--- config.mk ---
export PLATFORM = sky130hd
export DESIGN_NAME = cpu
export DESIGN_NICKNAME = d
export VERILOG_FILES = /design/src/rtl/cpu.sv
export SDC_FILE = /design/constraint.sdc
export NUM_CORES = 1
export LEC_CHECK = 0
export ABC_AREA = 1
export CAP_MARGIN = 15
export CORE_MARGIN = 5
export CORE_UTILIZATION = 65
export CTS_CLUSTER_DIAMETER = 50
export CTS_CLUSTER_SIZE = 16
export DETAILED_ROUTE_END_ITERATION = 6
export PLACE_DENSITY = 0.82
export SYNTH_ARGS = -nofsm -noshare
export SYNTH_HDL_FRONTEND = slang
export SYNTH_SLANG_ARGS = --single-unit
export TNS_END_PERCENT = 10
--- constraint.sdc ---
create_clock -name clk -period 6.8 [get_ports clk]
set_clock_uncertainty 0.15 [all_clocks]
set_input_delay 1.02 -clock clk [delete_from_list [all_inputs] [get_ports clk]]
set_output_delay 1.02 -clock clk [all_outputs]
set_load 0.1 [all_outputs]
--- src/rtl/cpu.sv ---
// ------------------------------------------------------------------
// cpu: 4-bit accumulator core, 16x4 unified program/data memory.
// Revision: 1.0
// ------------------------------------------------------------------
`default_nettype none

module cpu (
  input  wire logic       clk,
  input  wire logic       reset,
  output logic      [3:0] acc
);

  localparam logic [1:0] FETCH   = 2'd0;
  localparam logic [1:0] OPERAND = 2'd1;
  localparam logic [1:0] EXECUTE = 2'd2;
  localparam logic [1:0] HALT    = 2'd3;

  localparam logic [3:0] OP_LOAD  = 4'd1;
  localparam logic [3:0] OP_ADD   = 4'd2;
  localparam logic [3:0] OP_SUB   = 4'd3;
  localparam logic [3:0] OP_AND   = 4'd4;
  localparam logic [3:0] OP_OR    = 4'd5;
  localparam logic [3:0] OP_STORE = 4'd6;
  localparam logic [3:0] OP_JMP   = 4'd7;
  localparam logic [3:0] OP_HALT  = 4'd15;

  logic [3:0] memory [0:15];
  logic [3:0] PC;
  logic [3:0] IR;
  logic [3:0] OPR;
  logic [3:0] R1;
  logic [1:0] state;

  logic [3:0] w_pc_word;
  logic [3:0] w_pc_inc;
  logic       w_alu_op;
  logic [3:0] w_r1_next;
  logic       w_store;

  assign w_pc_word = memory[PC];
  assign w_pc_inc  = PC + 4'd1;
  assign w_alu_op  = (state == EXECUTE) && (IR >= OP_ADD) && (IR <= OP_OR);
  // R1 captures the memory operand in the same edge the ALU consumes it
  assign w_r1_next = w_alu_op ? memory[OPR] : R1;
  assign w_store   = (state == EXECUTE) && (IR == OP_STORE);

  always_ff @(posedge clk) begin
    if (reset) begin
      acc   <= 4'd0;
      PC    <= 4'd0;
      IR    <= 4'd0;
      OPR   <= 4'd0;
      R1    <= 4'd0;
      state <= FETCH;
    end else begin
      R1 <= w_r1_next;
      case (state)
        FETCH: begin
          IR <= w_pc_word;
          PC <= w_pc_inc;
          if ((w_pc_word >= OP_LOAD) && (w_pc_word <= OP_JMP)) begin
            state <= OPERAND;
          end else if (w_pc_word == OP_HALT) begin
            state <= HALT;
          end else begin
            state <= FETCH;
          end
        end
        OPERAND: begin
          OPR   <= w_pc_word;
          PC    <= w_pc_inc;
          state <= EXECUTE;
        end
        EXECUTE: begin
          case (IR)
            OP_LOAD: acc <= OPR;
            OP_ADD:  acc <= acc + w_r1_next;
            OP_SUB:  acc <= acc - w_r1_next;
            OP_AND:  acc <= acc & w_r1_next;
            OP_OR:   acc <= acc | w_r1_next;
            OP_JMP:  PC  <= OPR;
            default: acc <= acc;
          endcase
          state <= FETCH;
        end
        default: state <= HALT;
      endcase
    end
  end

  // Memory is never cleared by reset; a reset edge cancels a pending STORE
  always_ff @(posedge clk) begin
    if (!reset && w_store) begin
      memory[OPR] <= acc;
    end
  end

endmodule

`default_nettype wire

After elaboration in Yosys (flattened, before gate mapping)
Memory sizes are Yosys's and may differ from the RTL's. A register that Yosys moved wholly into a read port is not among the register bits.
Index checks and enable logic that the tools add are counted.
W data, S select, Z words.
{ "op_classes": {"add_sub_neg": 3, "n_lt_le_gt_ge": 4, "n_eq_ne": 11, "muxes": 13, "bitwise_logic": 2, "n_reduce_logical": 12} }
{ "op_table": {"columns": ["cell", "count"], "rows": [
  ["$mux W4", 6],
  ["$pmux W4 S5", 1],
  ["$eq A4 B3 Y1 const B", 4],
  ["$eq A4 B2 Y1 const B", 2],
  ["$le A4 B3 Y1 const B", 2],
  ["$pmux W4 S2", 1],
  ["$pmux W2 S3", 1],
  ["$logic_and A1 B1 Y1", 5],
  ["$reduce_bool A5 Y1", 1],
  ["$add A4 B1 Y4 const B", 1],
  ["$add A4 B4 Y4", 1],
  ["$and A4 B4 Y4", 1],
  ["$eq A4 B1 Y1 const B", 1],
  ["$eq A4 B4 Y1 const B", 1],
  ["$ge A4 B1 Y1 const B", 1],
  ["$ge A4 B2 Y1 const B", 1],
  ["$mux W2", 2],
  ["$or A4 B4 Y4", 1],
  ["$reduce_and A2 Y1", 2],
  ["$sub A4 B4 Y4", 1],
  ["$eq A2 B1 Y1 const B", 1],
  ["$eq A2 B2 Y1 const B", 1],
  ["$logic_not A2 Y1", 1],
  ["$mux W1", 2],
  ["4 further kinds", 4]
]} }
{ "word_totals": {"reg_bits": 22, "ram_bits": 64, "out_inout_bits": 4, "elab_cells": 52, "n_memories": 1} }
{ "mem_list": {"columns": ["name", "words", "word_bits", "read_ports", "rd_ports_with_merged_regs", "wr", "line", "rtl"], "rows": [
  ["memory", 16, 4, 2, 2, 1, "27", "logic [3:0] memory [0:15];"]
]} }

Longest topological paths before layout
{ "logic_depth": {"word_depth": 6, "mapped_depth": 25} }

Worst setup path before layout
OpenSTA, ideal clock, no wires.
{ "synth_timing": {"path_type": "reg2reg", "start": "register state[0]", "end": "register acc[3]", "arrival_ns": 2.632, "setup_slack_ns": 3.887, "stages_incl_launch_ff": 22, "path_buffers": 1, "synth_period_minus_slack_ns": 2.913, "cell_sequence": "dfxtp_1 -> inv_1 -> ha_1 -> inv_2 -> nor2_4 -> buf_6 -> or2_1 -> nand2_2 -> ha_1 -> a21oi_1 -> xor2_1 -> ha_1 -> nand2_1 -> nand2_1 -> a31oi_1 -> nand3_1 -> nand2_1 -> nand2_1 -> nand3_1 -> nand2_1 -> nand2_1 -> a21oi_2"} }
{ "synth_between": {"elab_chain_len": 6, "word_cells_on_any_way": 10, "cone_classes": "add/sub (2); eq/ne (1); mux (2); bitwise (2); reduce/logical (3)"} }
{ "synth_rtl": {"columns": ["element", "line", "rtl"], "rows": [
  ["start: declaration", "32", "logic [1:0] state;"],
  ["start signal: assignment", "54", "state <= FETCH;"],
  ["start signal: assignment", "62", "state <= OPERAND;"],
  ["start signal: assignment", "64", "state <= HALT;"],
  ["$eq A2 B2 Y1 *", "42, 57", null],
  ["$logic_and A1 B1 Y1 (2 in a row)", "42", "assign w_alu_op = (state == EXECUTE) && (IR >= OP_ADD) && (IR <= OP_OR);"],
  ["$mux W4", "44", "assign w_r1_next = w_alu_op ? memory[OPR] : R1;"],
  ["$sub A4 B4 Y4 (tied with other cells)", "78", "OP_SUB: acc <= acc - w_r1_next;"],
  ["$pmux W4 S5", "75", "case (IR)"],
  ["end signal: assignment", "77", "OP_ADD: acc <= acc + w_r1_next;"],
  ["end signal: assignment", "78", null],
  ["end signal: assignment", "79", "OP_AND: acc <= acc & w_r1_next;"],
  ["end: declaration", "10", "output logic [3:0] acc"]
]} }
Mark *: on every way between the ends. The rest lies on a longest branch, timed or not.
A chain may end at the register's enable or synchronous reset.

==> summary.md <==
| Metric | Value |
|---|---|
| Number of global-route vias before repair | a little under 4,000 |
| N_diodes | 0 |
| Most frequently used flop master after synthesis | sky130_fd_sc_hd__edfxtp_1 |
| Count of clock tree sinks | 94 |
| Clock latency of the later-clocked register in the worst-skew pair | around 0.38 ns |
| Run status | finished, violations left |
| Pwr dens | slightly below 400 nW/um2 |
| Detailed Route Iter0 Violations | between 500 and 600 |
| Failing checks | design-rule violations |
| Die footprint | between 9000 and 10,000 um2 |
| Count of buffers added by post-CTS timing repair for setup | 0 |
| Detailed-router iteration count before antenna repair | 7 |
| Global-route usage over all layers | between 20% and 30% |
| Transition time of the tightest slew-check pin | about 1.1 ns |
| Top post-synthesis cells by area | sky130_fd_sc_hd__edfxtp_1 (39%), sky130_fd_sc_hd__dfxtp_1 (12%), sky130_fd_sc_hd__nand2_1 (8.1%) |
| Detail Route Antenna Nets | 0 |
| Final Hold Viols | 0 |
| Setup-failing EPs final | 0 |
| Final weighted congestion of routability-driven global placement | about 0.94 |
| Clock tree from TritonCTS | built |
| Post-synthesis sequential area ratio | between 50% and 60% |
| Post-Place Setup Slack | 3.04 ns |
| Cell Int Power | between 0.001 and 0.0015 W |
| Clock network fraction of total power | between 10% and 20% |
| Top-area cell type share of the netlist area | around 40% |
| Synthesized instance count | about 590 |
| Async S/R FF share, synth | 0% |
| Max Clk Rate | 256 MHz |
| Fraction of layout instances using a drive strength above 1 | under 10% |
| Boundary Pins | 6 |
| Final-layout setup total negative slack | 0 ns |
| Met1 global-route usage | 35.1% |
| Detailed-route vias per instance | 6.09 |
| Worst-case vdd ir drop | ~0.00034 V |
| Number of buffers added by the clock tree synthesis step | 9 |
| Wire length of the first global-routing pass | about 20,000 um |
| Startpoint of the lowest-slack hold path | R1[3]$_SDFF_PP0_ |
| Root Buffer Master | sky130_fd_sc_hd__clkbuf_8 |
| Post-synth design cell area | 4940 um2 |
| Detailed Place HPWL | approximately 8500 um |
| Core area | 7330 um2 |
| Die boundary width | between 90 and 100 um |
| Max-slew violation total from the final report | 0 |
| Chip height | just under 100 um |
| Dominant cell type by area after synthesis | sky130_fd_sc_hd__edfxtp_1 |
| Crit path capture type | flip-flop |
| Fill cell instance count of the final layout | 574 |
| Flops & latches, synth | 94 |
| H-tree levels | 3 |
| Final setup margin | approximately 2.9 ns |
| Clock transition at path regs | about 0.1 ns |
| Most common library cell in the layout ignoring fill and taps | sky130_fd_sc_hd__nand2_1 |
| Residual DRC | 1 |
| Total gr overflow | 0 |
| Count of cells resized by post-cts repair | 0 |
| Antenna violations before repair | 0 |
| Site Rows | 31 |
| Worst Path Arrival | approximately 4.0 ns |
| Highest-count cells in the layout ignoring fill and taps | sky130_fd_sc_hd__nand2_1 (107), sky130_fd_sc_hd__inv_1 (81), sky130_fd_sc_hd__edfxtp_1 (64) |
| Met2 track demand over resource in global routing | a little over two fifths |
| Register-to-Register Path Depth | 21 |
| Pin count of the biggest net entering global routing | 65 |
| Register share of total power | about 41% |
| Effective utilization at floorplan | between 60% and 70% |
| Unrepaired setup endpoints after global routing | false |
| Area of placed instances | approximately 5000 um2 |
| Syn_area_per_cell | between 8 and 9 um2 |
| Synth unique cells | 41 |
| # nets final | 600 |
| Leak Pwr | roughly 2.1 nW |
| Period utilisation layout | 57.5% |
| Final design instance area without fill | about 5200 um2 |
| Maximum number of buffers from clock root to sink | 2 |
| Crit path max fanout | 22 |
| Shortest period the worst path allows | between 3 and 4 ns |
| Sink of the worst hold path | R1[3]$_SDFF_PP0_ |
| Layout area overhead | 6.21% |
| Minimum setup slack among reg-to-reg paths | roughly 2.9 ns |
| Class of the most critical setup path | flip-flop to flip-flop |
| Net Sw Power | about 0.00092 W |
| Total Wirelength | 12,400 um |
| Warnings, synthesis | 0 |
| Number of max-cap violations | 0 |
| Startpoint type of the worst setup path | flip-flop |
| Via total after detailed routing | ~4,200 |
| Reg-to-Reg End | acc[3]$_SDFFE_PP0P_ |
| Number of I/O port buffers | 5 |
| Hold-critical path depth | 2 |
| Average wire per cell in the routed design | approximately 18 um |
| Met3 capacity usage during global routing | 6.89% |
| Synth Net Count | approximately 600 |
| Switching part of the total | between 40% and 50% |
| Hold Crit Class | flip-flop to flip-flop |
| Global routing's busiest layer | met2 |
| Number of flops mapped to enable cells by yosys | between 60 and 70 |
| Portion of total power attributed to combinational logic | around 41% |
| Max transition margin | around a quarter |
| Required time at the endpoint of the critical path | just under 7 ns |
| CTS Hold Buffers Added | 0 |
==> Yosys cell counts, drive strengths merged (2+ instances only) <==
cell    instances
o211ai         13
clkbuf         10
xor2            2
nand3          67
a31oi           6
o21ai          42
o221ai          4
edfxtp         64
dfxtp          30
buf            13
ha             11
or2             6
inv            87
nor3            5
a21oi          43
nor2           64
nand2         113
==> through the flow <==
stage               utilization [%]  total power [W]  hold WS, ns  instances
floorplan                         -          0.00143        0.322        589
global placement               68.7          0.00160        0.352        674
detailed placement             68.7          0.00163        0.365        674
CTS                            71.6          0.00200        0.382        690
global route                   71.6          0.00216        0.402        690
finish                         71.6          0.00203        0.380        690
==> worst max path at each step <==
stage,slack [ns],start,end,cells past startpoint
global route,2.57,flip-flop,acc[3]$_SDFFE_PP0P_,21
finish,2.89,flip-flop,acc[3]$_SDFFE_PP0P_,21
floorplan,3.89,state[0]$_SDFF_PP0_,acc[3]$_SDFFE_PP0P_,21
CTS,3.01,flip-flop,acc[3]$_SDFFE_PP0P_,21
detailed placement,3.04,flip-flop,acc[3]$_SDFFE_PP0P_,21
global placement,3.26,flip-flop,acc[3]$_SDFFE_PP0P_,21
==> power by group through the flow <==
stage / Sequential, W / Clock (W) / Combinational, W
2_1_floorplan: 0.000783 / 0 / 0.000645
3_3_place_gp: 0.000828 / 0 / 0.000775
3_5_place_dp: 0.000835 / 0 / 0.000797
4_1_cts: 0.000822 / 0.000374 / 0.000803
5_1_grt: 0.000841 / 0.000402 / 0.000915
6_report: 0.000829 / 0.000369 / 0.000831
==> per-layer routing <==
metal  part of all wire [%]  vias up
met2                     46      266
met4                    3.8        0
met3                     10       46
li1                       -     1953
met5                      0        -
met1                     40     1938
==> state kept, by name, summed over array words and instances (netlist names), named ones only <==
signal,count
IR,4
state,2
R1,4
OPR,4
PC,4
memory,64
acc,4
==> logic make-up after synthesis <==
family	count (synthesis)	synth area share (%)
AOI/OAI and AO/OA	112	13.0
xor gates and xnor gates	3	0.532
DFF	94	51.1
adders and majority gates	12	3.19
and+or+nand+nor	257	23.3
buffers and inverters	111	8.99
==> layout make-up <==
class	count	area, um2	area share, %
clock inverter	7	86.3	1.65
clock buffer	9	124	2.36
inverter	88	335	6.39
timing repair buffer	9	80.1	1.53
multi-input combinational	384	1970	37.6
sequential	94	2520	48.1
tap	99	124	2.36
==> worst max-delay path, cell delays in order (launching register included) <==
cell                      delay (ns)
sky130_fd_sc_hd__dfxtp_1        0.93
sky130_fd_sc_hd__inv_1          0.38
sky130_fd_sc_hd__nor2_1         0.18
sky130_fd_sc_hd__nand2_1        0.06
sky130_fd_sc_hd__nand3_1        0.08
sky130_fd_sc_hd__nand3_1        0.07
sky130_fd_sc_hd__nand3_1        0.13
sky130_fd_sc_hd__nand2_4        0.09
sky130_fd_sc_hd__ha_1           0.21
sky130_fd_sc_hd__a21oi_1        0.19
sky130_fd_sc_hd__xor2_1         0.19
sky130_fd_sc_hd__ha_1           0.29
sky130_fd_sc_hd__nand2_1        0.08
sky130_fd_sc_hd__nand2_1        0.04
sky130_fd_sc_hd__a31oi_1        0.20
sky130_fd_sc_hd__nand3_1        0.14
sky130_fd_sc_hd__nand2_1        0.09
sky130_fd_sc_hd__nand2_1        0.05
sky130_fd_sc_hd__nand3_1        0.07
sky130_fd_sc_hd__nand2_1        0.05
sky130_fd_sc_hd__nand2_1        0.07
sky130_fd_sc_hd__a21oi_2        0.05
No activity file was read; power rests on OpenSTA's default activity.
